`src/rtl/pt2262_tx_seq.sv`:
```
// PT2262-style frame sequencer: serialises 8 address trits, 4 data trits and a
// sync gap as pulse-width-coded sub-bits, repeated FRAMES times per start.
module pt2262_tx_seq #(
    parameter int ALPHA_CYC = 100,
    parameter int FRAMES    = 4
) (
    input  logic        clk,
    input  logic        rst,
    input  logic        start,
    input  logic [15:0] ax,
    input  logic [3:0]  d,
    output logic        dout,
    output logic        busy,
    output logic        done
);
    localparam int PW = (ALPHA_CYC > 1) ? $clog2(ALPHA_CYC) : 1;
    localparam int FW = $clog2(FRAMES + 1);

    typedef enum logic [2:0] {IDLE, BIT_H, BIT_L, SYNC_H, SYNC_L} state_t;

    state_t          r_state, w_nxt;
    logic [PW-1:0]   r_pre;
    logic [6:0]      r_ph;
    logic [4:0]      r_idx;
    logic [FW-1:0]   r_frm;
    logic [15:0]     r_ax;
    logic [3:0]      r_d;
    logic            r_dout, r_busy, r_done;
    logic            w_tick, w_sub, w_last, w_end;
    logic [6:0]      w_lim;

    assign w_tick = (r_pre == PW'(ALPHA_CYC - 1));
    assign w_last = (r_frm == FW'(FRAMES - 1));
    // Address sub-bits go out high bit of each pair first; data bits are doubled.
    assign w_sub  = r_idx[4] ? r_d[r_idx[2:1]] : r_ax[r_idx[3:0] ^ 4'd1];

    always_comb begin
        w_nxt = r_state;
        w_lim = 7'd3;
        w_end = 1'b0;
        case (r_state)
            BIT_H:   w_lim = w_sub ? 7'd11 : 7'd3;
            BIT_L:   w_lim = w_sub ? 7'd3  : 7'd11;
            SYNC_H:  w_lim = 7'd3;
            SYNC_L:  w_lim = 7'd123;
            default: w_lim = 7'd3;
        endcase
        w_end = w_tick && (r_ph == w_lim);
        case (r_state)
            IDLE:    if (start) w_nxt = BIT_H;
            BIT_H:   if (w_end) w_nxt = BIT_L;
            BIT_L:   if (w_end) w_nxt = (r_idx == 5'd23) ? SYNC_H : BIT_H;
            SYNC_H:  if (w_end) w_nxt = SYNC_L;
            SYNC_L:  if (w_end) w_nxt = w_last ? IDLE : BIT_H;
            default: w_nxt = IDLE;
        endcase
    end

    always_ff @(posedge clk) begin
        if (rst) r_state <= IDLE;
        else     r_state <= w_nxt;
    end

    always_ff @(posedge clk) begin
        if (rst) begin
            r_pre  <= '0;
            r_ph   <= '0;
            r_idx  <= '0;
            r_frm  <= '0;
            r_ax   <= '0;
            r_d    <= '0;
            r_dout <= 1'b0;
            r_busy <= 1'b0;
            r_done <= 1'b0;
        end else begin
            if (r_state == IDLE) begin
                r_pre <= '0;
                r_ph  <= '0;
                if (start) begin
                    r_ax  <= ax;
                    r_d   <= d;
                    r_idx <= '0;
                    r_frm <= '0;
                end
            end else begin
                r_pre <= w_tick ? '0 : r_pre + PW'(1);
                if (w_end)       r_ph <= '0;
                else if (w_tick) r_ph <= r_ph + 7'd1;
                if (r_state == BIT_L && w_end)
                    r_idx <= (r_idx == 5'd23) ? 5'd0 : r_idx + 5'd1;
                if (r_state == SYNC_L && w_end && !w_last)
                    r_frm <= r_frm + FW'(1);
            end
            // Outputs track the next state so they line up with the state register.
            r_dout <= (w_nxt == BIT_H) || (w_nxt == SYNC_H);
            r_busy <= (w_nxt != IDLE);
            r_done <= (r_state == SYNC_L) && w_end && w_last;
        end
    end

    assign dout = r_dout;
    assign busy = r_busy;
    assign done = r_done;
endmodule

```
`config.mk`:
```
export PLATFORM = sky130hd
export DESIGN_NAME = pt2262_tx_seq
export DESIGN_NICKNAME = d
export VERILOG_FILES = /design/src/rtl/pt2262_tx_seq.sv
export SDC_FILE = /design/constraint.sdc
export NUM_CORES = 1
export LEC_CHECK = 0
export BUFFER_PORTS_ARGS = -buffer_cell sky130_fd_sc_hd__buf_2
export CAP_MARGIN = 30
export CORE_ASPECT_RATIO = 0.8
export CORE_UTILIZATION = 33
export CTS_CLUSTER_SIZE = 10
export DETAILED_ROUTE_END_ITERATION = 12
export SYNTH_ARGS = -nofsm -noshare
export SYNTH_HDL_FRONTEND = slang
export SYNTH_SLANG_ARGS = --single-unit
```
`constraint.sdc`:
```
create_clock -name clk -period 7.9 [get_ports clk]
set_input_delay 1.185 -clock clk [delete_from_list [all_inputs] [get_ports clk]]
set_output_delay 1.185 -clock clk [all_outputs]
set_load 0.01 [all_outputs]
```
==> results of run 1 <==
-- cells in the mapped netlist (all sizes together) (2+ instances only) --
| library cell | instances | area [um2] |
|---|---|---|
| nand2 | 50 | 188 |
| dfxtp | 48 | 961 |
| nor2 | 29 | 111 |
| a21oi | 28 | 144 |
| nand3 | 12 | 60.1 |
| clkbuf | 8 | 50.1 |
| mux2i | 8 | 80.1 |
| o21ai | 6 | 30.0 |
| xor2 | 6 | 52.6 |
| ha | 5 | 62.6 |
| nor3 | 5 | 25.0 |
| xnor2 | 5 | 43.8 |
| and3 | 4 | 25.0 |
| mux4 | 4 | 101 |
| nor3b | 4 | 30.0 |
| and2b | 3 | 25.0 |
| inv | 3 | 11.3 |
| nand2b | 3 | 18.8 |
| or2 | 3 | 18.8 |
| or3 | 3 | 23.8 |
| a21o | 2 | 15.0 |
| and2 | 2 | 13.8 |
| nand3b | 2 | 15.0 |
| nand4b | 2 | 17.5 |
| o31ai | 2 | 15.0 |
-- how the worst min path moves through the flow --
stage,end
finish,r_pre[0]
CTS,r_d[1]
global route,r_d[1]
floorplan,r_pre[0]
global placement,r_pre[0]
detailed placement,r_pre[0]
-- metal layers --
metal,share of wire,up-vias,routed length (um)
met1,0.54,801,2400
met4,0.019,0,83
met3,0.035,5,157
met2,0.41,23,1840
li1,-,947,-
met5,0,-,0
-- power by group --
group          internal (uW)  switching [uW]  total [uW]
Combinational           15.8            23.3        39.1
Clock                   93.8            87.7         181
Sequential               251            4.91         256
Total                    360             116         476
-- registers in the layout, indices dropped and copies added (netlist names) --
signal and cells:
r_ax 16, r_ph 7, r_pre 7, r_idx 5
r_d 4, r_frm 3, r_state 3, busy 1
done 1, dout 1
-- layout make-up --
cell class,instances,area share
Sequential cell,48,0.378
Inverter,3,0.00442
Clock buffer,5,0.0270
Multi-Input combinational cell,200,0.484
Tap cell,84,0.0413
Clock inverter,3,0.0167
Timing Repair Buffer,25,0.0492
-- logic make-up after synthesis --
group                    Yosys count  share of synthesized area
AND/OR/NAND/NOR                  126                      0.265
buffers and inverters             13                     0.0374
adder cells (fa/ha/maj)            5                     0.0275
AO/OA/AOI/OAI                     45                      0.121
multiplexers                      13                     0.0846
flip-flops                        48                      0.422
XOR/XNOR                          11                     0.0423
-- through the flow --
stage / instances / util / hold slack [ns] / instance area [um2] / power [uW]
after floorplan: 261 / - / 0.418 / 2280 / 288
after global placement: 360 / 0.372 / 0.438 / 2430 / 301
after detailed placement: 360 / 0.372 / 0.438 / 2430 / 301
after CTS: 368 / 0.389 / 0.459 / 2540 / 480
after global routing: 368 / 0.389 / 0.476 / 2540 / 498
final: 368 / 0.389 / 0.459 / 2540 / 476
-- layout by cell type (no fill, tap or decap), drive strengths merged, types with 3 or more instances in the layout --
cell,instances
nor2,29
nor3,5
dfxtp,48
nor3b,4
o21ai,6
buf,25
clkbuf,5
or3,3
and3,4
a21oi,28
mux2i,8
inv,3
nand2b,3
and2b,3
xnor2,5
ha,5
or2,3
nand2,50
mux4,4
nand3,12
xor2,6
==> impl_metrics.json, run 1 <==
{
  "hp-class": "register to register",
  "critPathCapture": "busy",
  "cts_buffer_depth": 2,
  "grtUsageMet2": 0.183,
  "netlist_instances": 261,
  "clkSinkCount": 48,
  "core_um2": 6540,
  "grt_pass1_vias": 1621,
  "hold_buffers": 0,
  "yosys_warnings": 0,
  "fin_nets": 311,
  "die_height_um": 76.3,
  "seq_area_frac_synth": 0.422,
  "crit_buf_inv": 0,
  "whs_path_depth": 1,
  "cp_num_cells": 8,
  "cts_root_buf": "clkbuf_8",
  "area_delta_synth_final_pct": 11.8,
  "p_leak_uw": 0.000934,
  "outcome": "completed",
  "die_x_um": 94.9,
  "finalSetupViolCount": 0,
  "fmax_mhz": 324,
  "finClkSkew_ns": 0.00737,
  "yosysUniqueCellTypes": 46,
  "avgSynthCellArea_um2": 8.72,
  "slew_violations": 0,
  "core.rowCount": 26,
  "die_area_um2": 7240,
  "viasPerCell": 4.83,
  "reg2reg_slack_ns": 4.81,
  "setup_slack_ns": 4.81,
  "path_cells": "mux4_1 > mux2i_1 > a22o_1 > mux2_2 > o21ai_0 > a221oi_1 > o21ai_0 > o2111ai_1",
  "cp.arrival_ns": 3.26,
  "ctsResizeCount": 0,
  "worstHoldStart": "r_pre[0]",
  "synthFlopType": "dfxtp_1",
  "drive_above_1_share": 0.165,
  "numCtsBuffers": 5,
  "worst_pin_slew_ns": 0.794,
  "synth_area_um2": 2280,
  "start_util": 0.348,
  "drt_pass1_iterations": 4,
  "dp_hpwl_um": 3140,
  "grt_pass1_wl_um": 7680,
  "worstSetupPathType": "register to register",
  "place_ws_ns": 4.85,
  "setup_tns_ns": 0,
  "critical_path.max_stage_delay_ns": 0.62,
  "drt_iter0_drc": 85,
  "grtUsageMet1": 0.202,
  "nFillCells": 676,
  "powerDensity_nw_per_um2": 187,
  "r2r-end": "busy",
  "crit_family": "compound AO/OA/AOI/OAI gates",
  "critPathCaptureType": "register",
  "clk_pin_slew_worst_paths_ns": 0.09,
  "worst-path-max-fanout": 10,
  "grt_busiest_layer": "met1",
  "crit_required_ns": 8.08,
  "h-tree-depth": 2,
  "use_met3": 0.0359,
  "max_slew_margin": 0.469,
  "routedWlPerCell_um": 12.2,
  "regArea_um2": 961,
  "pin_count": 26,
  "io_buffers": 25,
  "reg2reg_depth": 8,
  "insertion_delay_ns": 0.31,
  "vias": 1776,
  "syn_nets": 289,
  "critPathMostFrequentCell": "o21ai_0",
  "drc": 0,
  "antenna_cells": 0,
  "async_flop_share": 0,
  "vdd_drop_max_v": 0.0000737,
  "hold_viol_final": 0,
  "rsz0062_at_grt": "false",
  "place_congestion": 0.731,
  "synth_edf_count": 0,
  "start_kind": "register",
  "synth_seq_cells": 48,
  "cpMaxStageDelayCell": "dfxtp_1",
  "grt_antenna_before_repair": 0,
  "drtAntennaViolNets": 0,
  "wirelength_um": 4480,
  "track_usage": 0.135,
  "reg2reg_from": "r_idx[1]",
  "fin_crit_ns": 3.09,
  "post-route-period-util": 0.391,
  "multi_input_area_um2": 1230,
  "grt_max_degree": 39,
  "crit_path_start": "r_idx[1]",
  "maxCapViolations": 0,
  "cts_tree": "yes",
  "cts_setup_buffers": 0,
  "overflow": 0
}
Power figures use the tool's default switching activity.
==> run 2, diff against run 1 <==
ABC_AREA = 1   (was unset)
clock period = 3.24 ns   (was 7.9 ns; I/O delays follow)
==> run 2 against run 1 <==
Compared with the run above:
- critical path depth rose by 7
- fmax rose by 38%
- setup slack got worse by 3.8 ns
- non-clock buffer count rose by 1
- critical path type unchanged
- highest routed layer unchanged
==> impl_metrics.json, run 2 <==
{
  "wirelength_um": 4610,
  "die_height_um": 76.9,
  "start_kind": "register",
  "track_usage": 0.138,
  "mostFrequentLayoutCells": "nand2_1 (92), dfxtp_1 (48), a21oi_1 (36), inv_1 (30)",
  "top_register": "r_ax",
  "avgSynthCellArea_um2": 7.27,
  "core.rowCount": 26,
  "cts_buffer_depth": 2,
  "place_ws_ns": 1.03,
  "worst-path-max-fanout": 12,
  "reg2reg_slack_ns": 1.0,
  "worst_pin_slew_ns": 0.594,
  "cts_setup_buffers": 0,
  "largest_register_ff_count": 16,
  "pin_count": 26,
  "vias": 1994,
  "vdd_drop_max_v": 0.000153,
  "grt_max_degree": 28,
  "synth_edf_count": 0,
  "synth_seq_cells": 48,
  "hold_viol_final": 0,
  "post-route-period-util": 0.692,
  "antenna_cells": 0,
  "synthFlopType": "dfxtp_1",
  "finalSetupViolCount": 0,
  "async_flop_share": 0,
  "fin_nets": 369,
  "slew_violations": 0,
  "maxCapViolations": 0,
  "syn_nets": 346,
  "yosysUniqueCellTypes": 32,
  "hp-class": "primary input to register",
  "crit_required_ns": 3.43,
  "drive_above_1_share": 0.155,
  "drt_pass1_iterations": 4,
  "insertion_delay_ns": 0.30,
  "die_x_um": 95.6,
  "viasPerCell": 4.69,
  "clkSinkCount": 48,
  "yosys_warnings": 0,
  "ctsResizeCount": 0,
  "outcome": "completed",
  "numCtsBuffers": 5,
  "seq_area_frac_synth": 0.416,
  "dp_hpwl_um": 3400,
  "fmax_mhz": 446,
  "setup_slack_ns": 0.997,
  "cp.arrival_ns": 2.43,
  "fin_crit_ns": 2.24,
  "grt_pass1_wl_um": 8140,
  "die_area_um2": 7350,
  "yosysMostFrequentCell": "nand2_1",
  "drc": 0,
  "area_delta_synth_final_pct": 11.5,
  "synth_area_um2": 2310,
  "hold_buffers": 0,
  "cts_tree": "yes",
  "setup_tns_ns": 0,
  "h-tree-depth": 2,
  "max_slew_margin": 0.604,
  "start_util": 0.352,
  "powerDensity_nw_per_um2": 404,
  "drtAntennaViolNets": 0,
  "worstSetupPathType": "register to register",
  "rsz0062_at_grt": "false",
  "grt_pass1_vias": 1887,
  "routedWlPerCell_um": 10.8,
  "synthTopCellsByArea": "dfxtp_1 (42%), nand2_1 (15%), a21oi_1 (7.8%)",
  "critPathCaptureType": "register",
  "netlist_instances": 318,
  "core_um2": 6570,
  "overflow": 0,
  "synth_top_cell_by_area": "dfxtp_1",
  "finClkSkew_ns": 0.0102,
  "grt_antenna_before_repair": 0,
  "place_congestion": 0.817,
  "p_leak_uw": 0.00105,
  "io_buffers": 25,
  "yosysTopAreaCellShare": 0.416,
  "layout.cells.most_common": "nand2_1",
  "drt_iter0_drc": 105,
  "top_regs": "r_ax: 16 flops, r_ph: 7 flops, r_pre: 7 flops",
  "cts_root_buf": "clkbuf_8",
  "synth_commonest_cells": "nand2_1 (92), dfxtp_1 (48), a21oi_1 (36), inv_1 (30), nand3_1 (25)",
  "clk_pin_slew_worst_paths_ns": 0.09
}
[run 2: changes by cell type in the layout (fill, tap and decap cells not counted), sizes merged, moves of 4 or more]
cell   before  now
nor2       29   23
nand2      50   98
o21ai       6   10
nand3      12   30
mux4        4    0
inv         3   32
mux2i       8    0
a21oi      28   36
[run 2: power by group]
part | switching (uW) | leakage (uW) | internal (uW) | total [uW]
Clock | 192 | 0.0000400 | 146 | 338
Sequential | 11.2 | 0.000391 | 609 | 620
Combinational | 51.9 | 0.000622 | 32.2 | 84.1
[run 2: per-stage QoR]
stage / utilization / area, um2 / hold WS (ns) / total power, uW / std cells
6_report: 0.392 / 2580 / 0.422 / 1040 / 425
5_1_grt: 0.392 / 2580 / 0.420 / 1100 / 425
4_1_cts: 0.392 / 2580 / 0.418 / 1050 / 425
3_5_place_dp: 0.380 / 2500 / 0.450 / 719 / 418
3_3_place_gp: 0.380 / 2500 / 0.443 / 718 / 418
2_1_floorplan: - / 2310 / 0.429 / 688 / 318
[run 2: cell type report]
class / count / area (um2)
fill: 730 / 3990
multi-input combinational: 228 / 1180
sequential: 48 / 961
timing repair buffer: 26 / 133
inverter: 32 / 120
tap: 84 / 105
clock buffer: 5 / 68.8
clock inverter: 2 / 12.5
[run 2: worst max-delay path, stage by stage (launching register included)]
cell and delay, ns:
dfxtp_1 0.57, inv_2 0.16, nand2_1 0.09, nand3_1 0.07
nand3_1 0.08, nand2_1 0.06, nand2_1 0.06, nand3_2 0.09
nand3_2 0.10, nand3_2 0.12, nand2_1 0.09, nand3_2 0.17
nor2_4 0.19, nor2_2 0.08, a21oi_1 0.15, nor2_1 0.06
[run 2: kinds of logic (layout without fill, tap and decap cells)]
kind of cell,count (synthesis),count (layout),synth area share
and+or+nand+nor,165,165,0.335
AOI/OAI and AO/OA,52,52,0.125
DFF,48,48,0.416
buffers and inverters,42,65,0.0747
xor gates and xnor gates,6,6,0.0227
adders and majority gates,5,5,0.0271
[run 2: worst paths after layout]
| check | startpoint | to | depth (start not counted) |
|---|---|---|---|
| setup reg to reg | r_idx[0] | r_idx[3] | 15 |
| hold reg to reg | r_d[1] | r_d[1] | 2 |
| setup / recovery | r_idx[0] | r_idx[3] | 15 |
| hold / removal | ax[11] | r_ax[11] | 3 |
[run 2: routing by layer]
metal | vias up | GRT usage | wire length (um)
met3 | 4 | 0.0357 | 205
met2 | 31 | 0.208 | 1880
met5 | - | 0 | 0
met4 | 0 | 0.0313 | 40
li1 | 1072 | - | -
met1 | 887 | 0.195 | 2480
